File: config.mk
export PLATFORM = sky130hd
export DESIGN_NAME = axis_stereo_gain
export DESIGN_NICKNAME = d
export VERILOG_FILES = /design/src/rtl/axis_stereo_gain.sv
export SDC_FILE = /design/constraint.sdc
export NUM_CORES = 2
export LEC_CHECK = 0
export CAP_MARGIN = 0
export CORE_ASPECT_RATIO = 0.6
export CORE_MARGIN = 5
export CORE_UTILIZATION = 40
export DETAILED_ROUTE_END_ITERATION = 12
export SLEW_MARGIN = 20
export SYNTH_ARGS = -nofsm -noshare
export SYNTH_HDL_FRONTEND = slang
export SYNTH_SLANG_ARGS = --single-unit
File: constraint.sdc
create_clock -name axis_clk -period 9.75 [get_ports axis_clk]
set_input_delay 1.95 -clock axis_clk [delete_from_list [all_inputs] [get_ports axis_clk]]
set_output_delay 1.95 -clock axis_clk [all_outputs]
set_load 0.005 [all_outputs]
File: src/rtl/axis_stereo_gain.sv
// Stereo volume stage: takes L/R sample pairs, scales by a ramped gain, saturates, re-emits L/R.
// Latency: 2 cycles from right-word acceptance to m_axis_valid (CALC, then TX_L).
// Backpressure: output holds stable while m_axis_ready=0; s_axis_ready low outside the two RX states.
//
// Ports:
//   axis_clk, axis_resetn        clock, synchronous active-low reset
//   gain_target                  requested gain, unsigned, unity = 2**(GAIN_W-2)
//   s_axis_data/valid/ready/last input stream, left word then right word (last=1)
//   m_axis_data/valid/ready/last output stream, same packet shape
//   gain_applied                 gain currently in use (status)
module axis_stereo_gain #(
  parameter int GAIN_W    = 16,
  parameter int RAMP_STEP = 64,
  parameter int GAIN_INIT = 2**(GAIN_W-2)
) (
  input  logic              axis_clk,
  input  logic              axis_resetn,
  input  logic [GAIN_W-1:0] gain_target,
  input  logic [23:0]       s_axis_data,
  input  logic              s_axis_valid,
  output logic              s_axis_ready,
  input  logic              s_axis_last,
  output logic [23:0]       m_axis_data,
  output logic              m_axis_valid,
  input  logic              m_axis_ready,
  output logic              m_axis_last,
  output logic [GAIN_W-1:0] gain_applied
);

  // Product width: 24-bit signed sample times (GAIN_W+1)-bit non-negative gain.
  localparam int PW = 24 + GAIN_W + 1;

  localparam logic [GAIN_W-1:0] STEP = GAIN_W'(RAMP_STEP);
  localparam logic [GAIN_W-1:0] INIT = GAIN_W'(GAIN_INIT);

  localparam logic signed [PW-1:0] SAT_MAX = {{(PW-23){1'b0}}, {23{1'b1}}};
  localparam logic signed [PW-1:0] SAT_MIN = {{(PW-23){1'b1}}, {23{1'b0}}};

  typedef enum logic [2:0] {
    RX_L = 3'd0,
    RX_R = 3'd1,
    CALC = 3'd2,
    TX_L = 3'd3,
    TX_R = 3'd4
  } state_t;

  state_t      state;
  logic [23:0] samp_l;
  logic [23:0] samp_r;
  logic [23:0] res_r;

  // Signed multiply, arithmetic shift (floors toward -inf), clamp to 24-bit range.
  function automatic logic [23:0] scale(input logic [23:0] s, input logic [GAIN_W-1:0] g);
    logic signed [PW-1:0] a;
    logic signed [PW-1:0] b;
    logic signed [PW-1:0] p;
    logic signed [PW-1:0] y;
    a = {{(PW-24){s[23]}}, s};
    b = {{(PW-GAIN_W){1'b0}}, g};
    p = a * b;
    y = p >>> (GAIN_W-2);
    if (y > SAT_MAX)
      scale = 24'h7FFFFF;
    else if (y < SAT_MIN)
      scale = 24'h800000;
    else
      scale = y[23:0];
  endfunction

  // Move at most STEP toward the target; snap onto it once within one step.
  function automatic logic [GAIN_W-1:0] step_gain(input logic [GAIN_W-1:0] cur,
                                                  input logic [GAIN_W-1:0] tgt);
    if (tgt >= cur)
      step_gain = ((tgt - cur) <= STEP) ? tgt : (cur + STEP);
    else
      step_gain = ((cur - tgt) <= STEP) ? tgt : (cur - STEP);
  endfunction

  // s_axis_ready is a register that tracks "next state is RX_L/RX_R", so it has
  // no combinational dependence on either stream's inputs.
  always_ff @(posedge axis_clk) begin
    if (!axis_resetn) begin
      state        <= RX_L;
      s_axis_ready <= 1'b0;
      m_axis_valid <= 1'b0;
      m_axis_last  <= 1'b0;
      m_axis_data  <= '0;
      gain_applied <= INIT;
      samp_l       <= '0;
      samp_r       <= '0;
      res_r        <= '0;
    end else begin
      case (state)
        RX_L: begin
          s_axis_ready <= 1'b1;
          // A lone right word here means we lost sync; drop it and keep waiting for a left.
          if (s_axis_valid && s_axis_ready && !s_axis_last) begin
            samp_l <= s_axis_data;
            state  <= RX_R;
          end
        end
        RX_R: begin
          s_axis_ready <= 1'b1;
          if (s_axis_valid && s_axis_ready) begin
            if (s_axis_last) begin
              samp_r       <= s_axis_data;
              s_axis_ready <= 1'b0;
              state        <= CALC;
            end else begin
              // Missing right word: newest left word replaces the stale one.
              samp_l <= s_axis_data;
            end
          end
        end
        CALC: begin
          // Both products use the gain from before this edge's ramp step.
          m_axis_data  <= scale(samp_l, gain_applied);
          res_r        <= scale(samp_r, gain_applied);
          m_axis_valid <= 1'b1;
          m_axis_last  <= 1'b0;
          gain_applied <= step_gain(gain_applied, gain_target);
          state        <= TX_L;
        end
        TX_L: begin
          if (m_axis_ready) begin
            m_axis_data <= res_r;
            m_axis_last <= 1'b1;
            state       <= TX_R;
          end
        end
        TX_R: begin
          if (m_axis_ready) begin
            m_axis_valid <= 1'b0;
            m_axis_last  <= 1'b0;
            s_axis_ready <= 1'b1;
            state        <= RX_L;
          end
        end
        default: begin
          state        <= RX_L;
          s_axis_ready <= 1'b0;
          m_axis_valid <= 1'b0;
          m_axis_last  <= 1'b0;
        end
      endcase
    end
  end

endmodule

## Word-level counts from Yosys, hierarchy flattened

Cells that the tools add are included.
Widths: inputs -> output; s select.

- Register bits: 118
- Output and inout port bits: 43
- Word-level logic and storage cells: 77

- Add/sub/neg operators: 4
- Multiply operators: 2
- $lt $le $gt $ge: 7
- Eq/ne operators: 10
- Muxes and demuxes: 26
- Bitwise operators: 3
- Reduce and logical (&&, ||, !) cells: 16

Operators by type and width:

| kind | number |
|---|---|
| $mux 24 | 8 |
| $pmux 24 s2 | 2 |
| $mul 24x17->41 | 2 |
| $gt 27x24->1 const B | 2 |
| $lt 27x24->1 const B | 2 |
| $mux 16 | 3 |
| $le 16x7->1 const B | 2 |
| $sub 16x16->16 | 2 |
| $add 16x7->16 const B | 1 |
| $ge 16x16->1 | 1 |
| $sub 16x7->16 const B | 1 |
| $mux 3 | 5 |
| $pmux 3 s5 | 1 |
| $ne 2x2->1 const B | 6 |
| $eq 3x2->1 const B | 2 |
| $pmux 1 s3 | 2 |
| $reduce_and 2->1 | 3 |
| $reduce_and 3->1 | 2 |
| $reduce_and 5->1 | 1 |
| $mux 1 | 4 |
| $pmux 1 s4 | 1 |
| $reduce_and 4->1 | 1 |
| $reduce_bool 2->1 | 2 |
| $reduce_or 2->1 | 2 |
| 7 further kinds | 10 |

## Longest topological paths before layout

- Word-level depth: 5
- Mapped depth: 30
- Depth with buffers taken out: 26

## Least setup slack after synthesis

No wires, ideal clock.

- Kind: register -> register
- Start: reg gain_applied[8]
- End: reg m_axis_data[17]
- Data arrival time: 6.917 ns
- Data required time: 9.633 ns
- Path slack: 2.716 ns
- Stages on the path, launching flop included: 25
- Path buffers: 3
- Period minus slack after synthesis: 7.034 ns
- Cells stage by stage: dfxtp_1 clkbuf_1 clkbuf_1 clkbuf_1 nand2_1 fa_1 inv_1 fa_1 fa_1 fa_1 fa_1 inv_1 fa_1 inv_1 ha_1 a21o_1 a21o_1 or3b_2 o21ai_2 o211ai_1 a41o_1 xnor2_1 a32oi_1 or3_1 a22o_1

- Longest elaborated chain between the ends: 5

Ends and longest elaborated chain:

| item | RTL line | RTL |
|---|---|---|
| start, declared | 27 | `output logic [GAIN_W-1:0] gain_applied` |
| start signal, assigned | 121 | `gain_applied <= step_gain(gain_applied, gain_target);` |
| $mul 24x17->41 * | 60 | `p = a * b;` |
| $lt 27x24->1 | 64 | `else if (y < SAT_MIN)` |
| $mux 24 | 64 |  |
| $mux 24 * | 62 | `if (y > SAT_MAX)` |
| $pmux 24 s2 * | 93 | `case (state)` |
| end signal, assigned | 117 | `m_axis_data <= scale(samp_l, gain_applied);` |
| end signal, assigned | 126 | `m_axis_data <= res_r;` |
| end, declared | 23 | `output logic [23:0] m_axis_data,` |

Mark *: on every way between the ends. The rest lies on a longest branch, timed or not.
A chain may end at the register's enable or synchronous reset.

## Final worst setup path

- Start: reg gain_applied[2]
- End: reg m_axis_data[17]

Same word-level chain as after synthesis.

==> key figures <==
Pwr
  – PwrDens: 42.31 nW/um2
  – Peak VDD IR: 0.0001103 V
  – Lkg Pwr: 18.30 nW

Global route
  – Largest net degree at the start of global routing: 68
  – First-pass GRT wire length: 160900 um
  – Initial antenna violation count: 3
  – GRT Overall Usage: 23.02%
  – Vias in the first global route: 27330
  – GRT Residual Overflow: 0

Placement
  – Final HPWL DP: 79460 um
  – I/O Buffers: 87
  – Gpl congestion: 0.9078
  – Pre-CTS setup slack: 1.609 ns

STA
  – RSZ-0062 raised after global routing: no
  – Final worst-path setup slack: 1.671 ns
  – Total negative slack: 0 ns
  – Fin crit share: 82.86%
  – Fin. Hold Viols: 0
  – Final min period: 8.079 ns
  – Final Setup Violations: 0
  – Final Max Tran Viols: 0
  – Worst slew pin tran: 1.075 ns
  – FMAX: 123.8 MHz
  – Clk_skew: 0.02501 ns
  – Relative slew slack: 28.22%

Yosys
  – Synthesized area: 33970 um2
  – Post-synth EDFFs: 0
  – Post-synth top flop: dfxtp_1
  – Post-Syn Nets: 5004
  – Avg Synthesized Cell Area: 8.540 um2
  – Register area share after synthesis: 6.953%
  – Cells after Synth: 3978
  – Synth unique cells: 84
  – YS warnings: 0
  – Asr flop ratio synth: 0%
  – #FFs+latches synth: 118

Clocking
  – CTS clk-pin slew, worst paths: 0.06 ns
  – Resize count post-CTS: 0
  – Sink Count: 118
  – Max Buffers Root-to-Sink: 2
  – Skew-Pair Late Insertion Delay: 0.49 ns
  – CTS buffer count: 17
  – TritonCTS clock tree: built
  – Setup bufs post-CTS: 0
  – Max H-tree Level: 4
  – Clock root buffer: clkbuf_16
  – CTS hold repair buffers: 0

Cells and area
  – FILL cells: 8363
  – FF/Latch Area: 2387 um2
  – Layout Nets: 4947
  – Synth-to-layout area growth: 7.082%
  – Share of cells above drive strength 1: 3.457%
  – Area of the multi-input gates: 27300 um2

Flow run
  – Number of max-cap violations: 0

Floorplanning
  – Initial core utilization: 40.53%
  – # IOs: 88
  – Row count: 82
  – Core area: 83820 um2
  – Full die area: 91050 um2
  – Width of the die: 386.2 um
  – Die height: 235.7 um

Worst setup path
  – Max FO, Critical Path: 31
  – CP Class: flop to flop
  – Crit path capture type: flop
  – Critical R2R Capture: m_axis_data[17]$_SDFFE_PN0P_
  – Crit path top cell by count: fa_1
  – Worst path slowest cell: fa_1
  – CP Launch Type: flop
  – CP max stage delay: 0.79 ns
  – WP data required: 10.12 ns
  – Reg2Reg Launch Point: gain_applied[2]$_SDFFE_PN0P_
  – FF-to-FF path depth: 25
  – Flop2flop setup slack: 1.67 ns
  – Arr. time, crit path: 8.45 ns
  – WP buf/inv: 5
  – Cell family with most CP delay: adder cells

Routing
  – Vias: 25840
  – WL final: 100000 um
  – Wire per inst: 19.73 um
  – Iteration count of the initial detailed-routing pass: 8
  – ANT nets after route: 0
  – Initial DRC Count: 2055
  – DRC viols: 0
  – Vias per cell: 5.097

Hold path
  – Hold Crit Class: flop to flop
  – Hold Crit Endpoint: samp_l[19]$_SDFFE_PN0P_
  – Hold Crit Start: samp_l[19]$_SDFFE_PN0P_
  – Hold Path Cell Cnt: 2

Status
  – Status: finished, final reports clean
metrics by stage:
stage               std cells  util [%]  hold WS [ns]  instance area, um2  total power [W]
floorplan                3978         -        0.4429               33970        0.0007350
CTS                      5068     43.39        0.4670               36370         0.001548
finish                   5069     43.40        0.4666               36380         0.001539
detailed placement       5036     42.71        0.4463               35800        0.0008713
global placement         5036     42.71        0.4443               35800        0.0008713
global route             5068     43.40        0.5013               36380         0.001606
flip-flops by register name (all words and copies together), names as in the netlist:
| register | count |
|---|---|
| gain_applied | 16 |
| m_axis_data | 24 |
| m_axis_last | 1 |
| m_axis_valid | 1 |
| res_r | 24 |
| s_axis_ready | 1 |
| samp_l | 24 |
| samp_r | 24 |
| state | 3 |
cells in the final DEF, fill, tap and decap left out, types with 7 or more instances in the layout:
master           count
ha_1               231
a21o_1              31
nor2_1              55
and3_1              16
inv_1              920
nand2b_1            21
clkdlybuf4s50_1     86
nor3_1              20
o21ai_0            110
nand2_1            686
dfxtp_1            102
nor2b_1             16
nand4_1             17
o211ai_1             9
fa_1               750
clkbuf_16           17
a31oi_1             12
o21ai_1              7
dfxtp_2             14
a21boi_0            50
mux2i_1              8
o21bai_1             8
a21oi_1            152
o21a_1              12
buf_4               43
nand3_1             22
and2_1             292
xnor2_1             63
xor2_1              25
worst max-delay path by stage:
| stage | start | endpoint | slack [ns] | cells after the start |
|---|---|---|---|---|
| 6_report | gain_applied[2]$_SDFFE_PN0P_ | m_axis_data[17]$_SDFFE_PN0P_ | 1.67 | 25 |
| 5_1_grt | gain_applied[2]$_SDFFE_PN0P_ | m_axis_data[17]$_SDFFE_PN0P_ | 1.23 | 24 |
| 4_1_cts | gain_applied[4]$_SDFFE_PN0P_ | m_axis_data[17]$_SDFFE_PN0P_ | 1.57 | 24 |
| 3_5_place_dp | gain_applied[4]$_SDFFE_PN0P_ | m_axis_data[17]$_SDFFE_PN0P_ | 1.61 | 23 |
| 3_3_place_gp | gain_applied[4]$_SDFFE_PN0P_ | m_axis_data[17]$_SDFFE_PN0P_ | 1.77 | 23 |
| 2_1_floorplan | gain_applied[8]$_SDFFE_PN0P_ | m_axis_data[17]$_SDFFE_PN0P_ | 2.72 | 24 |
cells by family (layout without fill, tap and decap cells):
logic type | count (synthesis) | count (layout) | synth area share (%)
xor gates and xnor gates | 88 | 88 | 2.269
adders and majority gates | 981 | 981 | 52.70
AOI/OAI and AO/OA | 455 | 455 | 8.357
and+or+nand+nor | 1196 | 1196 | 16.58
other | 0 | 1 | 0
buffers and inverters | 1129 | 1085 | 12.77
DFF | 118 | 118 | 6.953
muxes | 11 | 11 | 0.3683
final cells by class:
class	count	share of cell area (%)
diodes	1	0.006879
repair buffers	133	3.433
flip-flops and latches	118	6.562
well taps	1134	3.900
clock buffers	18	1.180
inverters	920	9.493
clock inverters	14	0.3887
multi-input cells	2731	75.04
power breakdown:
part	total, W	internal [W]	leakage (nW)	switching [W]
Clock	0.000670	0.000359	0.284	0.000311
Sequential	0.000541	0.000492	0.961	0.0000490
Combinational	0.000328	0.000125	17.1	0.000203
Total	0.00154	0.000976	18.3	0.000563
routing by layer:
layer | global-route usage, % | share of wire, %
met5 | 0 | 0
met4 | 4.346 | 1.8
met3 | 6.282 | 9.9
met2 | 31.89 | 39
met1 | 35.86 | 49
synthesized netlist by cell type, drive strengths merged, types with 22 or more instances:
master | n | share of area [%]
and2 | 292 | 5.4
a21o | 32 | 0.71
nand3 | 22 | 0.32
dfxtp | 118 | 7.0
xor2 | 25 | 0.64
fa | 750 | 44
o21ai | 120 | 1.8
ha | 231 | 8.5
buf | 25 | 0.52
inv | 920 | 10
a21oi | 152 | 2.2
a21boi | 52 | 1.1
clkbuf | 183 | 2.1
xnor2 | 63 | 1.6
nand2b | 22 | 0.43
nor2 | 56 | 0.62
nand2 | 689 | 7.6
worst register-to-register path: stages, from the launching register on:
cell and delay, ns:
dfxtp_2 0.77, buf_12 0.32, nand2_1 0.18, fa_1 0.79, inv_1 0.11, fa_1 0.56
fa_1 0.45, fa_1 0.50, fa_1 0.49, inv_1 0.06, fa_1 0.48, inv_1 0.04
ha_1 0.36, a21oi_1 0.40, nor2b_1 0.09, nor2_1 0.15, o211ai_1 0.19, nor3b_1 0.24
nand4_1 0.12, nor2b_1 0.20, and2_1 0.20, a211oi_2 0.31, a32oi_1 0.15, buf_4 0.25
or3_1 0.38, a22o_1 0.18
Power figures use the tool's default switching activity.
